[config.mk]
export PLATFORM = sky130hd
export DESIGN_NAME = instr_encoder
export DESIGN_NICKNAME = d
export VERILOG_FILES = /design/src/rtl/instr_encoder.sv
export SDC_FILE = /design/constraint.sdc
export NUM_CORES = 1
export LEC_CHECK = 0
export ABC_AREA = 1
export CORE_MARGIN = 1
export CORE_UTILIZATION = 54
export CTS_CLUSTER_DIAMETER = 80
export CTS_CLUSTER_SIZE = 8
export DETAILED_ROUTE_END_ITERATION = 10
export GPL_TIMING_DRIVEN = 0
export MAX_ROUTING_LAYER = met4
export PLACE_DENSITY_LB_ADDON = 0.25
export SYNTH_ARGS = -nofsm -noshare
export SYNTH_HDL_FRONTEND = slang
export SYNTH_SLANG_ARGS = --single-unit
[constraint.sdc]
create_clock -name clk -period 3.2 [get_ports clk]
set_input_delay 0.8 -clock clk [delete_from_list [all_inputs] [get_ports clk]]
set_output_delay 0.8 -clock clk [all_outputs]
set_load 0.02 [all_outputs]
[src/rtl/instr_encoder.sv]
// RV32I subset encoder: turns micro-op fields into instruction words and
// streams them through a small FIFO with sequential byte addresses.
module instr_encoder #(
  parameter int                DEPTH     = 4,
  parameter int                ADDR_W    = 32,
  parameter logic [ADDR_W-1:0] BASE_ADDR = '0
) (
  input  logic              clk,
  input  logic              reset_n,
  input  logic              flush,
  input  logic              in_valid,
  output logic              in_ready,
  input  logic [3:0]        in_op,
  input  logic [4:0]        in_rd,
  input  logic [4:0]        in_rs1,
  input  logic [4:0]        in_rs2,
  input  logic [19:0]       in_imm,
  output logic              out_valid,
  input  logic              out_ready,
  output logic [31:0]       out_instr,
  output logic [ADDR_W-1:0] out_addr,
  output logic              err
);
  localparam int PW = $clog2(DEPTH);

  localparam logic [6:0] OPC_R  = 7'b0110011;
  localparam logic [6:0] OPC_I  = 7'b0010011;
  localparam logic [6:0] OPC_S  = 7'b0100011;
  localparam logic [6:0] OPC_L  = 7'b0000011;
  localparam logic [6:0] OPC_U  = 7'b0110111;

  logic [31:0]       mem_q [DEPTH];
  logic [PW:0]       wr_q, rd_q, wr_d, rd_d;
  logic [ADDR_W-1:0] addr_q, addr_d;
  logic              err_q, err_d;
  logic [31:0]       enc;
  logic              legal, full, empty, accept, push, pop;

  always_comb begin
    enc   = '0;
    legal = 1'b1;
    case (in_op)
      4'd0: enc = {7'b0, in_rs2, in_rs1, 3'b000, in_rd, OPC_R};
      4'd1: enc = {7'b0, in_rs2, in_rs1, 3'b100, in_rd, OPC_R};
      4'd2: enc = {in_imm[11:0], in_rs1, 3'b000, in_rd, OPC_I};
      4'd3: enc = {in_imm[11:0], in_rs1, 3'b110, in_rd, OPC_I};
      4'd4: enc = {7'b0100000, in_imm[4:0], in_rs1, 3'b101, in_rd, OPC_I};
      4'd5: enc = {in_imm[11:5], in_rs2, in_rs1, 3'b000, in_imm[4:0], OPC_S};
      4'd6: enc = {in_imm[11:5], in_rs2, in_rs1, 3'b010, in_imm[4:0], OPC_S};
      4'd7: enc = {in_imm[11:0], in_rs1, 3'b000, in_rd, OPC_L};
      4'd8: enc = {in_imm[11:0], in_rs1, 3'b010, in_rd, OPC_L};
      4'd9: enc = {in_imm[19:0], in_rd, OPC_U};
      default: legal = 1'b0;
    endcase
  end

  // Pointers carry one wrap bit so full and empty are distinguishable.
  assign empty  = (wr_q == rd_q);
  assign full   = (wr_q[PW] != rd_q[PW]) && (wr_q[PW-1:0] == rd_q[PW-1:0]);
  assign accept = in_valid & ~full;
  assign push   = accept & legal & ~flush;
  assign pop    = ~empty & out_ready & ~flush;

  always_comb begin
    wr_d   = wr_q;
    rd_d   = rd_q;
    addr_d = addr_q;
    err_d  = err_q | (accept & ~legal);
    if (flush) begin
      wr_d   = '0;
      rd_d   = '0;
      addr_d = BASE_ADDR;
    end else begin
      if (push) wr_d = wr_q + 1'b1;
      if (pop) begin
        rd_d   = rd_q + 1'b1;
        addr_d = addr_q + ADDR_W'(4);
      end
    end
  end

  always_ff @(posedge clk or negedge reset_n) begin
    if (!reset_n) begin
      wr_q   <= '0;
      rd_q   <= '0;
      addr_q <= BASE_ADDR;
      err_q  <= 1'b0;
    end else begin
      wr_q   <= wr_d;
      rd_q   <= rd_d;
      addr_q <= addr_d;
      err_q  <= err_d;
    end
  end

  // Storage needs no reset: the head is masked to zero while empty.
  always_ff @(posedge clk) begin
    if (push) mem_q[wr_q[PW-1:0]] <= enc;
  end

  assign in_ready  = ~full;
  assign out_valid = ~empty;
  assign out_instr = empty ? 32'h0 : mem_q[rd_q[PW-1:0]];
  assign out_addr  = addr_q;
  assign err       = err_q;
endmodule

==> out/qor.yml <==
placed_design:
  placedInstanceArea_mm2: 0.008781
  port_buffers: 106
  place.gp.congestion: 0.9651
  place_ws_ns: -0.6460
  dp.cells: 1109
  place_hpwl_mm: 13.30
synth:
  yosysWarnings: 0
  synth-edff-count: 116
  synthCells: 821
  synth_top_area_share_pct: 47.05
  synth_mux_area_share_pct: 0
  synth_area_per_cell_um2: 9.017
  synth_area_mm2: 0.007403
  synth_top_cell_by_area: "edfxtp_1"
  synth_top_family_by_area: "simple AND/OR/NAND/NOR gates"
  ys_top_cells_by_count: "nand2_1 (190), nor2_1 (133), edfxtp_1 (116)"
  ys.flop_type: "edfxtp_1"
  synth-xor-area-share_pct: 0.5915
  seq_area_frac_synth_pct: 59.56
  synth-simple-area-share_pct: 21.31
  synth_area_leaders: "edfxtp_1 (47%), dfrtp_1 (13%), nand2_1 (9.6%)"
  synth_compound_area_share_pct: 10.31
  synthAdderAreaFrac_pct: 1.014
  synthArstFlopShare_pct: 24.18
  post-synth-top-count-cell: "nand2_1"
  yosys_register_bits: 153
  ys_types: 32
floorplan:
  core-area_mm2: 0.01330
  die_width_um: 119.1
  start_util_pct: 55.68
  die-area_mm2: 0.01418
  fp-row-count: 42
  ioPinCount: 111
  die_h_um: 119.1
drt:
  first_iter_violations: 511
  drc: 0
  drt-total-wl_mm: 20.24
  wl_per_cell_um: 17.69
  vias: 6445
  ant_nets: 0
  via_per_inst: 5.634
  drt_first_pass_iters: 5
clock_tree:
  cts_root_buf: "clkbuf_16"
  cts_hold_buffers: 0
  cts_made_buffers: 17
  clkTransAtPathRegs_ns: 0.06
  cts_tree: "built"
  cts_sinks: 153
  clock_latency_ns: 0.42
  cts_buffer_depth: 2
  cts_max_level: 4
power:
  power_mw: 5.155
  p_leak_nw: 4.030
  vdd_drop_max_v: 0.0004066
  power_density_mw_per_mm2: 542.4
sta:
  hold_viol: 0
  fmaxAchievable_ghz: 0.3215
  worst_pin_slew_ns: 0.8826
  layout_setup_ws_ns: 0.08942
  maxSlewViolCount: 0
  min_period_over_period_pct: 97.21
  setup-violations-final: 0
  fin_setup_tns_ns: 0
  fin_crit_ns: 3.111
  max_slew_margin_pct: 41.16
  fin_skew_ns: 0.006899
  whs_ns: 0.4822
critical_path:
  endpoint_kind: "output pin"
  required_ns: 2.40
  worst-setup-path-type: "reg2out"
  crit_path_max_fanout: 10
  rr_worst_depth: 10
  crit_path_start_kind: "flop"
  worstPathArrival_ns: 2.31
cells_and_area:
  fin_util_pct: 71.48
  fillCellCount: 968
  final_net_count: 1007
  seqCellArea_mm2: 0.004413
  multi_input_area_mm2: 0.002516
  antennaDiodeCount: 0
  instances_no_fill: 1144
  area_growth_pct: 28.36
  layout-drive-gt1-share_pct: 8.884
  fin_area_mm2: 0.009503
global_routing:
  grt-ovfl-total: 0
  antenna_found_initial: 0
  grt_start_max_net_pins: 38
  grt_pass1_vias: 6137
  grt_pass1_wl_mm: 31.58
  grt.total_usage_pct: 30.26
hold_path:
  whs_path_depth: 1
  hp-class: "reg2reg"
run_status:
  status: "finished, final reports clean"
job:
  maxCapViolations: 0
[logic make-up (layout without fill, tap and decap cells)]
kind of cell | count (synthesis) | in the layout
AOI/OAI and AO/OA | 139 | 139
xor gates and xnor gates | 5 | 5
adders and majority gates | 6 | 6
buffers and inverters | 130 | 273
DFF | 153 | 153
other | 1 | 4
and+or+nand+nor | 387 | 388
[repair_timing]
action	in CTS	in global routing
pin swaps	2	1
endpoints found under the hold margin	0	0
endpoints found under the setup margin	60	145
resized for setup	26	28
cloned	1	0
buffers inserted	3	1
[state kept, by name, summed over array words and instances, names as in the netlist]
name      cells
out_addr     30
err           1
mem_q       116
rd_q          3
wr_q          3
[final timing paths]
kind	startpoint	endpoint	slack [ns]
max in group asynchronous	reset_n	wr_q[0]	2.08
min	err	err	0.48
min reg2reg	err	err	0.48
min in group asynchronous	reset_n	out_addr[28]	0.50
max	rd_q[0]	out_instr[21]	0.09
max reg2reg	out_addr[2]	out_addr[16]	1.24
[where the power goes]
part	switching (mW)	internal, mW	total [mW]
combinational	0.592	0.356	0.948
clock	0.779	1.22	1.99
sequential	0.0202	2.19	2.21
[area by class of cell]
class | instances | area share, %
Sequential cell | 153 | 46.44
Tap cell | 176 | 2.317
Inverter | 95 | 3.752
Buffer | 35 | 2.304
Timing Repair Buffer | 113 | 12.61
Clock inverter | 12 | 1.580
Clock buffer | 18 | 4.516
Multi-Input combinational cell | 542 | 26.48
[layer usage]
| layer | global-route usage [%] | up-vias | routed length [um] |
|---|---|---|---|
| li1 | - | 3019 | - |
| met5 | - | - | 0 |
| met2 | 49.82 | 366 | 10180 |
| met1 | 37.13 | 3020 | 7933 |
| met4 | 11.71 | 0 | 447 |
| met3 | 5.556 | 40 | 1674 |
[worst max-delay path: stages (launching register included)]
cell and delay, ns:
dfrtp_2 0.45, clkbuf_4 0.23, clkbuf_4 0.24, nor2_1 0.07
o22ai_1 0.16, nand2_1 0.08, inv_1 0.06, clkdlybuf4s50_1 0.59
[placed cells by master, fill, tap and decap left out, types with 17 or more instances in the layout]
cell             synthesis  final
o22ai_1                 34     34
nand3_1                 35     35
dfrtp_1                 37     34
nor2_1                 133    129
nand4_1                 18     18
inv_1                   89     89
clkbuf_16                0     17
nand2_1                190    190
o21ai_0                 87     87
edfxtp_1               116    116
clkdlybuf4s50_1          0     94
(Power assumes the default switching activity.)
